**config.mk**
```make
export PLATFORM = sky130hd
export DESIGN_NAME = execute_muldiv
export DESIGN_NICKNAME = d
export VERILOG_FILES = /design/src/rtl/utils_top.sv /design/src/rtl/execute_div_iter.sv /design/src/rtl/execute_muldiv.sv
export SDC_FILE = /design/constraint.sdc
export NUM_CORES = 2
export LEC_CHECK = 0
export BUFFER_PORTS_ARGS = -buffer_cell sky130_fd_sc_hd__buf_2
export CAP_MARGIN = 20
export CORE_ASPECT_RATIO = 1.2
export CORE_MARGIN = 5
export CORE_UTILIZATION = 58
export DETAILED_ROUTE_END_ITERATION = 8
export PLACE_DENSITY = 0.84
export SYNTH_ARGS = -nofsm -noshare
export SYNTH_HDL_FRONTEND = slang
export SYNTH_HIERARCHICAL = 1
export SYNTH_SLANG_ARGS = --single-unit
```
**constraint.sdc**
```tcl
create_clock -name clk -period 16.53 [get_ports clk]
set_input_delay 0.8265 -clock clk [delete_from_list [all_inputs] [get_ports clk]]
set_output_delay 0.8265 -clock clk [all_outputs]
set_load 0.01 [all_outputs]
```
**src/rtl/utils_top.sv**
```systemverilog
// utils_top: shared types and constants for the execute-stage M-extension unit.
package utils_top;

  typedef enum logic [2:0] {
    OP_MUL    = 3'd0,
    OP_MULH   = 3'd1,
    OP_MULHSU = 3'd2,
    OP_MULHU  = 3'd3,
    OP_DIV    = 3'd4,
    OP_DIVU   = 3'd5,
    OP_REM    = 3'd6,
    OP_REMU   = 3'd7
  } md_op_t;

  typedef enum logic [1:0] {
    ST_IDLE = 2'd0,
    ST_MUL  = 2'd1,
    ST_DIV  = 2'd2,
    ST_DFIX = 2'd3
  } md_state_t;

  localparam logic [6:0] FUNCT7_MULDIV = 7'b0000001;

endpackage

```
**src/rtl/execute_div_iter.sv**
```systemverilog
// execute_div_iter: restoring divider on unsigned magnitudes, one quotient bit per cycle.
// done is high during the cycle whose closing edge shifts in the last quotient bit.
module execute_div_iter #(
  parameter int XLEN = 32
) (
  input  logic            clk,
  input  logic            rst,
  input  logic            kill,
  input  logic            start,
  input  logic [XLEN-1:0] dividend,
  input  logic [XLEN-1:0] divisor,
  output logic            done,
  output logic [XLEN-1:0] quo,
  output logic [XLEN-1:0] rem
);

  localparam int CW = $clog2(XLEN);

  logic            active;
  logic [CW-1:0]   cnt;
  logic [XLEN-1:0] dvs;
  logic [XLEN:0]   r_sh;
  logic [XLEN:0]   diff;

  // One extra bit on the partial remainder so the borrow of the trial subtract is visible.
  assign r_sh = {rem, quo[XLEN-1]};
  assign diff = r_sh - {1'b0, dvs};
  assign done = active & (cnt == '0);

  always_ff @(posedge clk) begin
    if (rst) begin
      active <= 1'b0;
      cnt    <= '0;
      quo    <= '0;
      rem    <= '0;
      dvs    <= '0;
    end else if (kill) begin
      active <= 1'b0;
      cnt    <= '0;
    end else if (start) begin
      active <= 1'b1;
      cnt    <= CW'(XLEN-1);
      rem    <= '0;
      quo    <= dividend;
      dvs    <= divisor;
    end else if (active) begin
      if (diff[XLEN]) begin
        rem <= r_sh[XLEN-1:0];
        quo <= {quo[XLEN-2:0], 1'b0};
      end else begin
        rem <= diff[XLEN-1:0];
        quo <= {quo[XLEN-2:0], 1'b1};
      end
      if (cnt == '0) active <= 1'b0;
      else           cnt    <= cnt - CW'(1);
    end
  end

endmodule

```
**src/rtl/execute_muldiv.sv**
```systemverilog
// execute_muldiv: RV32M multiply (pipelined) and divide (iterative) unit for the execute stage.
// Define EXECUTE_MULDIV_DIV_EN to build the divider; otherwise divide ops return all ones with ma_md_unsup.
module execute_muldiv
  import utils_top::*;
#(
  parameter int XLEN       = 32,
  parameter int MUL_STAGES = 2
) (
  input  logic            clk,
  input  logic            rst,
  input  logic            id_md_valid,
  input  logic [2:0]      id_md_funct3,
  input  logic [XLEN-1:0] id_dat_a,
  input  logic [XLEN-1:0] id_dat_b,
  input  logic [4:0]      id_md_dst,
  input  logic            ex_flush,
  output logic            ex_md_ready,
  output logic            ex_md_busy,
  output logic            ma_md_valid,
  output logic [XLEN-1:0] ma_md_dat,
  output logic [4:0]      ma_md_dst,
  output logic            ma_md_unsup
);

  md_state_t       state, state_n;
  md_op_t          op;
  logic [1:0]      mul_cnt;
  logic            accept, is_mul, special, mul_done, dfix_done;
  logic [XLEN-1:0] spec_dat;
  logic            spec_unsup;
  logic [XLEN-1:0] a_q, b_q;
  logic [4:0]      dst_q;
  logic            mul_hi_q, mul_sa_q, mul_sb_q;
  logic            pend_vld, pend_unsup;
  logic [XLEN-1:0] pend_dat;
  logic [4:0]      pend_dst;
  logic [2*XLEN-1:0] a_w, b_w, prod;
  logic [XLEN-1:0] mul_sel, mul_tail;

  assign op          = md_op_t'(id_md_funct3);
  assign is_mul      = ~id_md_funct3[2];
  assign ex_md_ready = (state == ST_IDLE);
  assign ex_md_busy  = ~ex_md_ready;
  assign accept      = id_md_valid & ex_md_ready & ~ex_flush;

`ifdef EXECUTE_MULDIV_DIV_EN
  logic            div0, ovf, dsgn, a_neg, b_neg, div_start, div_done;
  logic [XLEN-1:0] a_mag, b_mag, div_q, div_r, q_fix, r_fix, dfix_res;
  logic            neg_q_q, neg_r_q, is_rem_q;

  assign div0       = (id_dat_b == '0);
  assign ovf        = ~id_md_funct3[0] & (id_dat_a == {1'b1, {(XLEN-1){1'b0}}}) & (id_dat_b == '1);
  assign special    = ~is_mul & (div0 | ovf);
  assign spec_dat   = id_md_funct3[1] ? (div0 ? id_dat_a : '0) : (div0 ? '1 : id_dat_a);
  assign spec_unsup = 1'b0;

  assign dsgn      = ~id_md_funct3[0];
  assign a_neg     = dsgn & id_dat_a[XLEN-1];
  assign b_neg     = dsgn & id_dat_b[XLEN-1];
  assign a_mag     = a_neg ? -id_dat_a : id_dat_a;
  assign b_mag     = b_neg ? -id_dat_b : id_dat_b;
  assign div_start = accept & ~is_mul & ~special;

  execute_div_iter #(.XLEN(XLEN)) u_div (
    .clk      (clk),
    .rst      (rst),
    .kill     (ex_flush),
    .start    (div_start),
    .dividend (a_mag),
    .divisor  (b_mag),
    .done     (div_done),
    .quo      (div_q),
    .rem      (div_r)
  );

  always_ff @(posedge clk) begin
    if (accept) begin
      neg_q_q  <= a_neg ^ b_neg;
      neg_r_q  <= a_neg;
      is_rem_q <= id_md_funct3[1];
    end
  end

  assign q_fix    = neg_q_q ? -div_q : div_q;
  assign r_fix    = neg_r_q ? -div_r : div_r;
  assign dfix_res = is_rem_q ? r_fix : q_fix;
`else
  assign special    = ~is_mul;
  assign spec_dat   = '1;
  assign spec_unsup = 1'b1;
`endif

  always_ff @(posedge clk) begin
    if (accept) begin
      a_q      <= id_dat_a;
      b_q      <= id_dat_b;
      dst_q    <= id_md_dst;
      mul_hi_q <= (op != OP_MUL);
      mul_sa_q <= (op == OP_MULH) || (op == OP_MULHSU);
      mul_sb_q <= (op == OP_MULH);
    end
  end

  // Product modulo 2^(2*XLEN) of the extended operands gives both halves for every signedness.
  assign a_w     = {{XLEN{mul_sa_q & a_q[XLEN-1]}}, a_q};
  assign b_w     = {{XLEN{mul_sb_q & b_q[XLEN-1]}}, b_q};
  assign prod    = a_w * b_w;
  assign mul_sel = mul_hi_q ? prod[2*XLEN-1:XLEN] : prod[XLEN-1:0];

  generate
    if (MUL_STAGES == 1) begin : g_mul_direct
      assign mul_tail = mul_sel;
    end else begin : g_mul_pipe
      logic [XLEN-1:0] pipe [MUL_STAGES-1];
      always_ff @(posedge clk) begin
        pipe[0] <= mul_sel;
        for (int i = 1; i < MUL_STAGES-1; i++) pipe[i] <= pipe[i-1];
      end
      assign mul_tail = pipe[MUL_STAGES-2];
    end
  endgenerate

  // state   | meaning
  // IDLE    | ready; divide special cases resolve here via the pending slot
  // MUL     | product travelling down the pipe, mul_cnt counts down
  // DIV     | divider shifting one quotient bit per cycle
  // DFIX    | sign correction of quotient/remainder
  always_ff @(posedge clk) begin
    if (rst) begin
      state   <= ST_IDLE;
      mul_cnt <= '0;
    end else begin
      state <= state_n;
      if (accept && is_mul)                       mul_cnt <= 2'(MUL_STAGES-1);
      else if (state_n == ST_IDLE)                mul_cnt <= '0;
      else if (state == ST_MUL && mul_cnt != '0)  mul_cnt <= mul_cnt - 2'd1;
    end
  end

  always_comb begin
    state_n   = state;
    mul_done  = 1'b0;
    dfix_done = 1'b0;
    case (state)
      ST_IDLE: begin
        if (accept) begin
          if (is_mul) state_n = ST_MUL;
`ifdef EXECUTE_MULDIV_DIV_EN
          else if (!special) state_n = ST_DIV;
`endif
        end
      end
      ST_MUL: begin
        if (mul_cnt == '0) begin
          state_n  = ST_IDLE;
          mul_done = 1'b1;
        end
      end
`ifdef EXECUTE_MULDIV_DIV_EN
      ST_DIV: begin
        if (div_done) state_n = ST_DFIX;
      end
      ST_DFIX: begin
        state_n   = ST_IDLE;
        dfix_done = 1'b1;
      end
`endif
      default: state_n = ST_IDLE;
    endcase
    if (ex_flush && state != ST_IDLE) state_n = ST_IDLE;
  end

  always_ff @(posedge clk) begin
    if (rst) begin
      ma_md_valid <= 1'b0;
      ma_md_dat   <= '0;
      ma_md_dst   <= '0;
      ma_md_unsup <= 1'b0;
      pend_vld    <= 1'b0;
      pend_dat    <= '0;
      pend_dst    <= '0;
      pend_unsup  <= 1'b0;
    end else begin
      ma_md_valid <= 1'b0;
      pend_vld    <= accept & special;
      if (accept && special) begin
        pend_dat   <= spec_dat;
        pend_dst   <= id_md_dst;
        pend_unsup <= spec_unsup;
      end
      if (!ex_flush) begin
        if (mul_done) begin
          ma_md_valid <= 1'b1;
          ma_md_dat   <= mul_tail;
          ma_md_dst   <= dst_q;
          ma_md_unsup <= 1'b0;
`ifdef EXECUTE_MULDIV_DIV_EN
        end else if (dfix_done) begin
          ma_md_valid <= 1'b1;
          ma_md_dat   <= dfix_res;
          ma_md_dst   <= dst_q;
          ma_md_unsup <= 1'b0;
`endif
        end else if (pend_vld) begin
          ma_md_valid <= 1'b1;
          ma_md_dat   <= pend_dat;
          ma_md_dst   <= pend_dst;
          ma_md_unsup <= pend_unsup;
        end
      end
    end
  end

endmodule

```
==> out/results.txt <==
Synth Flop Type: dfxtp_1
insertion delay to the later sink of the worst-skew pair: 500 ps
part of the cycle the worst path needs: 0.608
clk sink count: 154
vias per cell: 5.71
H-tree levels: 4
gr ovfl total: 0
I/O pin cnt: 117
Post-CTS Setup Bufs: 0
post-layout min period: 10040 ps
crit start category: flop
fin nets: 5909
Pins Over Slew Limit: 0
Fin. Hold Viols: 0
RSZ-0062 raised after global routing: no
Syn Std Cell Area: 0.0428 mm^2
Setup Skew: 19.4 ps
Longest Clk Path Bufs: 2
sequential cell area fraction in the yosys report: 0.0888
GP Congestion: 0.933
buffers added on ports: 116
cts repair resizes: 0
root buf cell: clkbuf_16
Syn Inst Count: 4532
initial antenna violation count: 0
outcome: finished clean
hold-fix buffers at CTS: 0
slew margin rel.: 0.406
Worst Path Max Fanout: 19
worst hold path class: flop to flop
syn_area_per_cell: 9.45 um^2
total CTS buffers: 17
pin count of the biggest net entering global routing: 53
total nets after synthesis: 5946
Antenna Nets Post-Route: 0
Post-synth ARST share: 0
endpoints failing setup: 0
max-cap violation count: 0
synth unique cells: 72
EDFF count, synth: 72
CTS clk-pin slew, worst paths: 80 ps
post-route setup TNS: 0 ps
initial core utilization: 0.583
CP required: 16900 ps
Core Rows: 109
detailed-route via count: 31115
Layout area overhead: 4.64%
1st-iter DRT viols: 2114
DRT Pass-1 Iters: 7
yosys warns: 6
core area: 0.0735 mm^2
critical path class: flop to flop
Worst EP arrival: 10410 ps
fraction of layout instances using a drive strength above 1: 0.0539
DP HPWL: 88400 um
final wirelength: 110000 um
Die Y: 308 um
DRC errors left: 0
die width: 258 um
CTS tree: yes
Synth Register Bits: 154
gr usage total: 0.291
first-pass GRT wire length: 181000 um
number of global-route vias before repair: 35834
crit end category: flop
# diodes: 0
fmax: 99.6 MHz
Least-Margin Pin Slew: 891 ps
Die Area: 0.0794 mm^2
DR WL/cell: 20.2 um
==> metal layers <==
layer | vias up | part of all wire | GRT usage | routed length (um)
met5 | - | 0 | 0 | 0
met4 | 0 | 0.085 | 0.202 | 9380
met3 | 576 | 0.064 | 0.0407 | 7080
met2 | 1515 | 0.52 | 0.517 | 56900
met1 | 15961 | 0.33 | 0.324 | 36500
li1 | 13063 | - | - | -
==> worst paths after layout <==
kind	from	end	slack, ps	cells past startpoint
setup / recovery	mul_sa_q	g_mul_pipe.pipe[0][27]	6490	25
hold / removal	ma_md_unsup	ma_md_unsup	450	2
setup reg to reg	mul_sa_q	g_mul_pipe.pipe[0][27]	6490	25
hold reg to reg	ma_md_unsup	ma_md_unsup	450	2
==> Yosys cell counts (all sizes together) (7+ instances only) <==
cell type / n / area share
nand4: 13 / 0.0019
nor3b: 7 / 0.0012
or3: 9 / 0.0013
ha: 213 / 0.062
nor2: 77 / 0.0067
a22oi: 32 / 0.0056
nor3: 10 / 0.0012
o21ai: 46 / 0.0054
fa: 1125 / 0.53
a21oi: 125 / 0.015
edfxtp: 72 / 0.050
and2: 360 / 0.053
a211oi: 10 / 0.0018
nand3: 20 / 0.0023
or2: 9 / 0.0013
and3: 22 / 0.0032
inv: 1107 / 0.097
a21o: 35 / 0.0061
xor2: 29 / 0.0059
o211ai: 10 / 0.0018
xnor2: 38 / 0.0078
o21a: 11 / 0.0019
nand2: 745 / 0.065
dfxtp: 82 / 0.038
o21bai: 8 / 0.0014
clkbuf: 239 / 0.021
==> flip-flops by register name, summed over array words and instances (netlist names) <==
register	cells
dst_q	5
ma_md_dst	5
mul_hi_q	1
ma_md_unsup	1
mul_sa_q	1
ma_md_valid	1
b_q	32
pend_vld	1
state	2
a_q	32
g_mul_pipe.pipe	32
mul_sb_q	1
pend_dat	1
pend_dst	5
ma_md_dat	32
mul_cnt	2
==> cell families (layout without fill, tap and decap cells) <==
kind of cell    after synthesis  count (layout)  share of synthesized area
xor+xnor                     67              67                     0.0137
fa+ha+maj                  1338            1338                      0.588
other cells                   1               1                  0.0000876
buf+inv                    1352            1328                      0.119
flops                       154             154                     0.0888
simple gates               1291            1291                      0.141
mux                          10              10                    0.00248
compound gates              319             319                     0.0477
==> cell usage in the layout (no fill, tap or decap), types with 20 or more instances in the layout <==
cell type	instances
and2_1	359
fa_1	1125
ha_1	213
buf_4	70
edfxtp_1	72
a21o_1	35
buf_2	116
dfxtp_1	82
nand2_1	744
inv_1	1107
a21oi_1	124
and3_1	22
xnor2_1	38
o21ai_0	44
nand3_1	20
a22oi_1	32
nor2_1	76
xor2_1	29
==> through the flow <==
| stage | hold slack [ps] | cells | setup WS, ps | area (um^2) | utilization |
|---|---|---|---|---|---|
| after CTS | 454 | 5449 | 6550 | 44800 | 0.609 |
| final | 454 | 5451 | 6490 | 44800 | 0.610 |
| after global placement | 443 | 5417 | 6990 | 44200 | 0.601 |
| after floorplan | 427 | 4532 | 8210 | 42800 | - |
| after detailed placement | 445 | 5417 | 6590 | 44200 | 0.601 |
| after global routing | 478 | 5451 | 5990 | 44800 | 0.610 |
==> area by class of cell <==
| type | count | area [um^2] |
|---|---|---|
| Multi-Input combinational cell | 3026 | 34000 |
| Timing Repair Buffer | 188 | 1160 |
| Tap cell | 943 | 1180 |
| Sequential cell | 154 | 3800 |
| Clock buffer | 18 | 439 |
| Inverter | 1108 | 4160 |
| Clock inverter | 14 | 121 |
| Fill cell | 5786 | 28700 |
==> critical path: stages (launching register included) <==
cell and delay [ps]:
edfxtp_1 810, and2_0 770, nand2_1 270, inv_1 160, fa_1 410, inv_1 230, fa_1 490, inv_1 200
fa_1 490, fa_1 940, inv_1 370, fa_1 570, inv_1 60, fa_1 530, inv_1 50, fa_1 450
fa_1 500, inv_1 40, ha_1 430, nand4_1 240, o41ai_1 530, nand2_1 170, a31oi_1 400, a41oi_1 190
and4b_1 240, or3_1 340
Power is left out: the tool's default activity adds up to more than one toggle a clock period on the data nets, which glitch-free logic cannot reach.
